`src/rtl/ramp_seq_pkg.sv`:
```
// Shared types and default widths for the triangle ramp sequencer.
package ramp_seq_pkg;

   localparam int RS_WIDTH  = 4;
   localparam int RS_HOLD_W = 4;
   localparam int RS_REP_W  = 4;

   typedef enum logic [2:0] {
      S_IDLE    = 3'd0,
      S_UP      = 3'd1,
      S_HOLD_HI = 3'd2,
      S_DOWN    = 3'd3,
      S_HOLD_LO = 3'd4,
      S_DONE    = 3'd5
   } state_t;

endpackage

```
`src/rtl/ud_counter_ld.sv`:
```
// Loadable up/down counter; load wins over count enable.
module ud_counter_ld #(
   parameter int WIDTH = 4
) (
   input  logic             clk,
   input  logic             rst,
   input  logic             load,
   input  logic [WIDTH-1:0] load_val,
   input  logic             en,
   input  logic             dir,
   output logic [WIDTH-1:0] count
);

   always_ff @(posedge clk) begin
      if (rst)
         count <= '0;
      else if (load)
         count <= load_val;
      else if (en)
         count <= dir ? count + WIDTH'(1) : count - WIDTH'(1);
   end

endmodule

```
`src/rtl/ramp_sequencer.sv`:
```
// Triangle ramp sequencer: lo->hi, dwell, hi->lo, dwell, repeated reps times.
module ramp_sequencer
   import ramp_seq_pkg::*;
#(
   parameter int WIDTH  = RS_WIDTH,
   parameter int HOLD_W = RS_HOLD_W,
   parameter int REP_W  = RS_REP_W
) (
   input  logic              clk,
   input  logic              rst,
   input  logic              start,
   input  logic              abort,
   input  logic [WIDTH-1:0]  lo,
   input  logic [WIDTH-1:0]  hi,
   input  logic [HOLD_W-1:0] hold,
   input  logic [REP_W-1:0]  reps,
   output logic [WIDTH-1:0]  count,
   output logic              dir,
   output logic              busy,
   output logic              done,
   output logic              err,
   output logic              aborted
);

   state_t              state_q, state_d;
   logic [WIDTH-1:0]    lo_q, hi_q;
   logic [HOLD_W-1:0]   hold_q, timer_q, timer_d;
   logic [REP_W-1:0]    reps_q, rep_q, rep_d, reps_eff;
   logic                dir_q, dir_d, err_q, err_d, ab_q, ab_d;
   logic                latch, cnt_ld, cnt_en, cnt_dir;
   logic [WIDTH-1:0]    cnt_inc, cnt_dec;

   assign cnt_inc  = count + WIDTH'(1);
   assign cnt_dec  = count - WIDTH'(1);
   assign reps_eff = (reps_q == '0) ? REP_W'(1) : reps_q;

   ud_counter_ld #(.WIDTH(WIDTH)) u_cnt (
      .clk      (clk),
      .rst      (rst),
      .load     (cnt_ld),
      .load_val (lo),
      .en       (cnt_en),
      .dir      (cnt_dir),
      .count    (count)
   );

   always_comb begin
      state_d = state_q;
      timer_d = timer_q;
      rep_d   = rep_q;
      err_d   = err_q;
      ab_d    = 1'b0;
      latch   = 1'b0;
      cnt_ld  = 1'b0;
      cnt_en  = 1'b0;
      cnt_dir = 1'b1;
      unique case (state_q)
         S_IDLE: begin
            if (start) begin
               latch = 1'b1;
               rep_d = '0;
               if (lo >= hi) begin
                  state_d = S_DONE;
                  err_d   = 1'b1;
               end else begin
                  state_d = S_UP;
                  err_d   = 1'b0;
                  cnt_ld  = 1'b1;
               end
            end
         end
         S_UP: begin
            cnt_en = 1'b1;
            if (cnt_inc == hi_q) begin
               if (hold_q == '0) begin
                  state_d = S_DOWN;
               end else begin
                  state_d = S_HOLD_HI;
                  timer_d = hold_q - HOLD_W'(1);
               end
            end
         end
         S_HOLD_HI: begin
            if (timer_q == '0) state_d = S_DOWN;
            else timer_d = timer_q - HOLD_W'(1);
         end
         S_DOWN: begin
            cnt_en  = 1'b1;
            cnt_dir = 1'b0;
            if (cnt_dec == lo_q) begin
               rep_d = rep_q + REP_W'(1);
               if (rep_d == reps_eff) begin
                  state_d = S_DONE;
               end else if (hold_q == '0) begin
                  state_d = S_UP;
               end else begin
                  state_d = S_HOLD_LO;
                  timer_d = hold_q - HOLD_W'(1);
               end
            end
         end
         S_HOLD_LO: begin
            if (timer_q == '0) state_d = S_UP;
            else timer_d = timer_q - HOLD_W'(1);
         end
         S_DONE:  state_d = S_IDLE;
         default: state_d = S_IDLE;
      endcase
      // abort beats every other transition and freezes the counter
      if (abort && busy) begin
         state_d = S_IDLE;
         timer_d = timer_q;
         rep_d   = rep_q;
         cnt_en  = 1'b0;
         ab_d    = 1'b1;
      end
      unique case (state_d)
         S_UP, S_HOLD_HI:   dir_d = 1'b1;
         S_DOWN, S_HOLD_LO: dir_d = 1'b0;
         default:           dir_d = dir_q;
      endcase
   end

   always_ff @(posedge clk) begin
      if (rst) begin
         state_q <= S_IDLE;
         timer_q <= '0;
         rep_q   <= '0;
         dir_q   <= 1'b1;
         err_q   <= 1'b0;
         ab_q    <= 1'b0;
         lo_q    <= '0;
         hi_q    <= '0;
         hold_q  <= '0;
         reps_q  <= '0;
      end else begin
         state_q <= state_d;
         timer_q <= timer_d;
         rep_q   <= rep_d;
         dir_q   <= dir_d;
         err_q   <= err_d;
         ab_q    <= ab_d;
         if (latch) begin
            lo_q   <= lo;
            hi_q   <= hi;
            hold_q <= hold;
            reps_q <= reps;
         end
      end
   end

   assign busy    = (state_q == S_UP) || (state_q == S_HOLD_HI) ||
                    (state_q == S_DOWN) || (state_q == S_HOLD_LO);
   assign done    = (state_q == S_DONE);
   assign err     = done && err_q;
   assign dir     = dir_q;
   assign aborted = ab_q;

endmodule

```
`config.mk`:
```
export PLATFORM = sky130hd
export DESIGN_NAME = ramp_sequencer
export DESIGN_NICKNAME = d
export VERILOG_FILES = /design/src/rtl/ramp_seq_pkg.sv /design/src/rtl/ud_counter_ld.sv /design/src/rtl/ramp_sequencer.sv
export SDC_FILE = /design/constraint.sdc
export NUM_CORES = 1
export LEC_CHECK = 0
export BUFFER_PORTS_ARGS = -buffer_cell sky130_fd_sc_hd__buf_2
export CAP_MARGIN = 0
export CORE_MARGIN = 5
export CORE_UTILIZATION = 55
export CTS_CLUSTER_DIAMETER = 30
export DETAILED_ROUTE_END_ITERATION = 8
export GPL_ROUTABILITY_DRIVEN = 0
export GPL_TIMING_DRIVEN = 0
export PLACE_DENSITY_LB_ADDON = 0.12
export RECOVER_POWER = 100
export SLEW_MARGIN = 20
export SYNTH_ARGS = -nofsm -noshare
export SYNTH_HDL_FRONTEND = slang
export SYNTH_SLANG_ARGS = --single-unit
```
`constraint.sdc`:
```
create_clock -name clk -period 3 [get_ports clk]
set_clock_uncertainty 0.05 [all_clocks]
set_input_delay 0.45 -clock clk [delete_from_list [all_inputs] [get_ports clk]]
set_output_delay 0.45 -clock clk [all_outputs]
set_load 0.02 [all_outputs]
```
==> impl_metrics.tcl <==
set metrics [dict create \
    grt_pass1_vias 1592 \
    routed-via-count 1810 \
    htreeDepth 2 \
    grt_pass1_wl_um 7470 \
    cp.required_ns 3.23 \
    initial_core_util_pct 58.4 \
    hold_class "input port to flop" \
    hpwl_um 3420 \
    irDropWorstVdd_uv 357 \
    clock_latency_ns 0.34 \
    final_cells 327 \
    tns_ns 0 \
    final_core_util_pct 64.8 \
    synth_common_cells "nand2_1 (44), dfxtp_1 (34), a21oi_1 (24), nor2_1 (22), xnor2_1 (15)" \
    cts.sinks 34 \
    clk_pin_slew_worst_paths_ns 0.11 \
    r2r-start "u_cnt.count[0]$_SDFFE_PP0P_" \
    fillerInstances 332 \
    max_cap_violations 0 \
    timing.final.ws_setup_ns 0.261 \
    synth_edf_count 0 \
    synth_nets 275 \
    netlist.area_leader.share_pct 34.1 \
    synthDistinctLibCells 48 \
    worstSetupPathType "flop to flop" \
    grt_overflow 0 \
    syn_area_um2 2000 \
    hold_buffers 0 \
    cts_buffer_depth 2 \
    dieHeight_um 70.2 \
    post-route-period-util_pct 91.3 \
    setup_violations 0 \
    hold_viol 0 \
    ys_warn_count 0 \
    root_buffer "clkbuf_4" \
    cp-start-kind "flop" \
    synth.most_common_cell "nand2_1" \
    ios 29 \
    drtPass1Iterations 4 \
    post-place-ws_ns 0.312 \
    cts_setup_buffers 0 \
    nets 309 \
    postSynthCellCount 247 \
    synth_top_area_cell "dfxtp_1" \
    drcViolationCount 0 \
    cp-end-kind "flop" \
    final_max_slew_viol_count 0 \
    rsz0062_at_grt "no" \
    die_width_um 70.2 \
    p_leak_uw 0.000884 \
    cts_tree "yes" \
    track_usage_pct 18.8 \
    cts_buffers 5 \
    ys_seq_area_share_pct 34.1 \
    first_iter_violations 117 \
    port_buffers 27 \
    viasPerCell 5.54 \
    drt-total-wl_um 4500 \
    p_total_uw 1470 \
    netSwitchingPower_uw 597 \
    cellPowerDensity_nw_per_um2 665 \
    slew-limit-headroom_pct 60.2 \
    core_um2 3420 \
    crit_start "u_cnt.count[0]$_SDFFE_PP0P_" \
    tightestPinTransition_ns 0.592 \
    synth_seq_cells 34 \
    timing.final.crit_period_ns 2.74 \
    layout-drive-gt1-share_pct 11.4 \
    dieArea_um2 4930 \
    avgSynthCellArea_um2 8.08 \
    post_cts_resized 0 \
    fp-row-count 21 \
    fmax_ghz 0.365 \
    run_status "completed" \
    hold_path_startpoint "reps[0]" \
    switching_share_pct 40.5 \
    reg2reg_slack_ns 0.26 \
    p_int_uw 876 \
    area_growth_pct 11.0 \
    placedCellCount 320 \
    grt_max_degree 11 \
    cp_max_fo 6 \
    yosys-top-cells-area "dfxtp_1 (34%), nand2_1 (8.3%), xnor2_1 (6.6%)" \
    antenna_cells 0 \
    synthFlopType "dfxtp_1" \
    power_frac_comb_pct 44.6 \
    antenna_found_initial 0 \
    cp.arrival_ns 2.97 \
    pwr-share-seq_pct 38.9 \
    synthArstFlopShare_pct 0 \
    wl_per_cell_um 13.8 \
    postRouteAntennaNets 0 \
    clkPwrFrac_pct 16.4 \
]
[power groups by stage]
stage	registers [uW]	clock network (uW)	logic [uW]
2_1_floorplan	588	0	507
3_3_place_gp	580	0	655
3_5_place_dp	583	0	666
4_1_cts	573	241	669
5_1_grt	584	264	727
6_report	573	242	657
[stage by stage]
stage,hold WS [ns],instance area (um^2)
final,0.283,2210
after global routing,0.279,2210
after CTS,0.283,2230
after detailed placement,0.410,2190
after global placement,0.406,2190
after floorplan,0.387,2000
[metal layers]
| layer | vias up | wire length, um | global-route usage, % |
|---|---|---|---|
| met3 | 6 | 294 | 4.45 |
| met2 | 48 | 1950 | 28.6 |
| li1 | 915 | - | - |
| met1 | 841 | 2200 | 26.2 |
| met5 | - | 0 | 0 |
| met4 | 0 | 57 | 5.74 |
[flip-flops by register name, summed over array words and instances (netlist names)]
signal and count:
hi_q 4, hold_q 4, lo_q 4, rep_q 4, reps_q 4, timer_q 4
u_cnt.count 4, state_q 3, aborted 1, dir 1, err_q 1
[cell families after synthesis]
group           Yosys count  synth area share, %
mux                       9                 4.58
fa+ha+maj                 9                 5.52
xor+xnor                 22                 10.8
buf+inv                  21                 4.45
simple gates             97                 22.7
flops                    34                 34.1
compound gates           55                 17.9
[worst max-delay path: stages, from the launching register on]
cell,delay (ns)
dfxtp_1,0.37
buf_2,0.21
inv_1,0.06
ha_1,0.37
xnor2_1,0.16
nor3_2,0.21
nand2_1,0.14
a21oi_1,0.24
o211ai_1,0.20
or4b_1,0.50
a31oi_1,0.16
[path summary, 6_finish.rpt]
check / end / depth (start not counted)
min reg2reg: lo_q[2]$_SDFFE_PP0P_ / 2
max reg2reg: timer_q[2]$_SDFFE_PP0P_ / 10
max: timer_q[2]$_SDFFE_PP0P_ / 10
min: reps_q[0]$_SDFFE_PP0P_ / 3
[cell type report]
| class | instances | area [um^2] | area share (%) |
|---|---|---|---|
| multi-input cells | 192 | 1220 | 55.0 |
| flip-flops and latches | 34 | 681 | 30.7 |
| repair buffers | 27 | 124 | 5.59 |
| plain buffers | 13 | 58.8 | 2.66 |
| well taps | 46 | 57.6 | 2.60 |
| clock buffers | 7 | 45.0 | 2.03 |
| inverters | 8 | 30.0 | 1.36 |
[layout by cell type (no fill, tap or decap), types with 3 or more instances in the layout]
cell	count
nand2_1	44
dfxtp_1	34
a21oi_1	24
nor2_1	23
clkbuf_1	20
buf_2	20
xnor2_1	15
mux2i_1	8
inv_1	8
ha_1	8
o21ai_0	6
nor3_1	6
xor2_1	5
a211oi_1	5
clkbuf_4	5
nand3_1	4
o211ai_1	4
a22oi_1	3
Power figures use the tool's default switching activity.
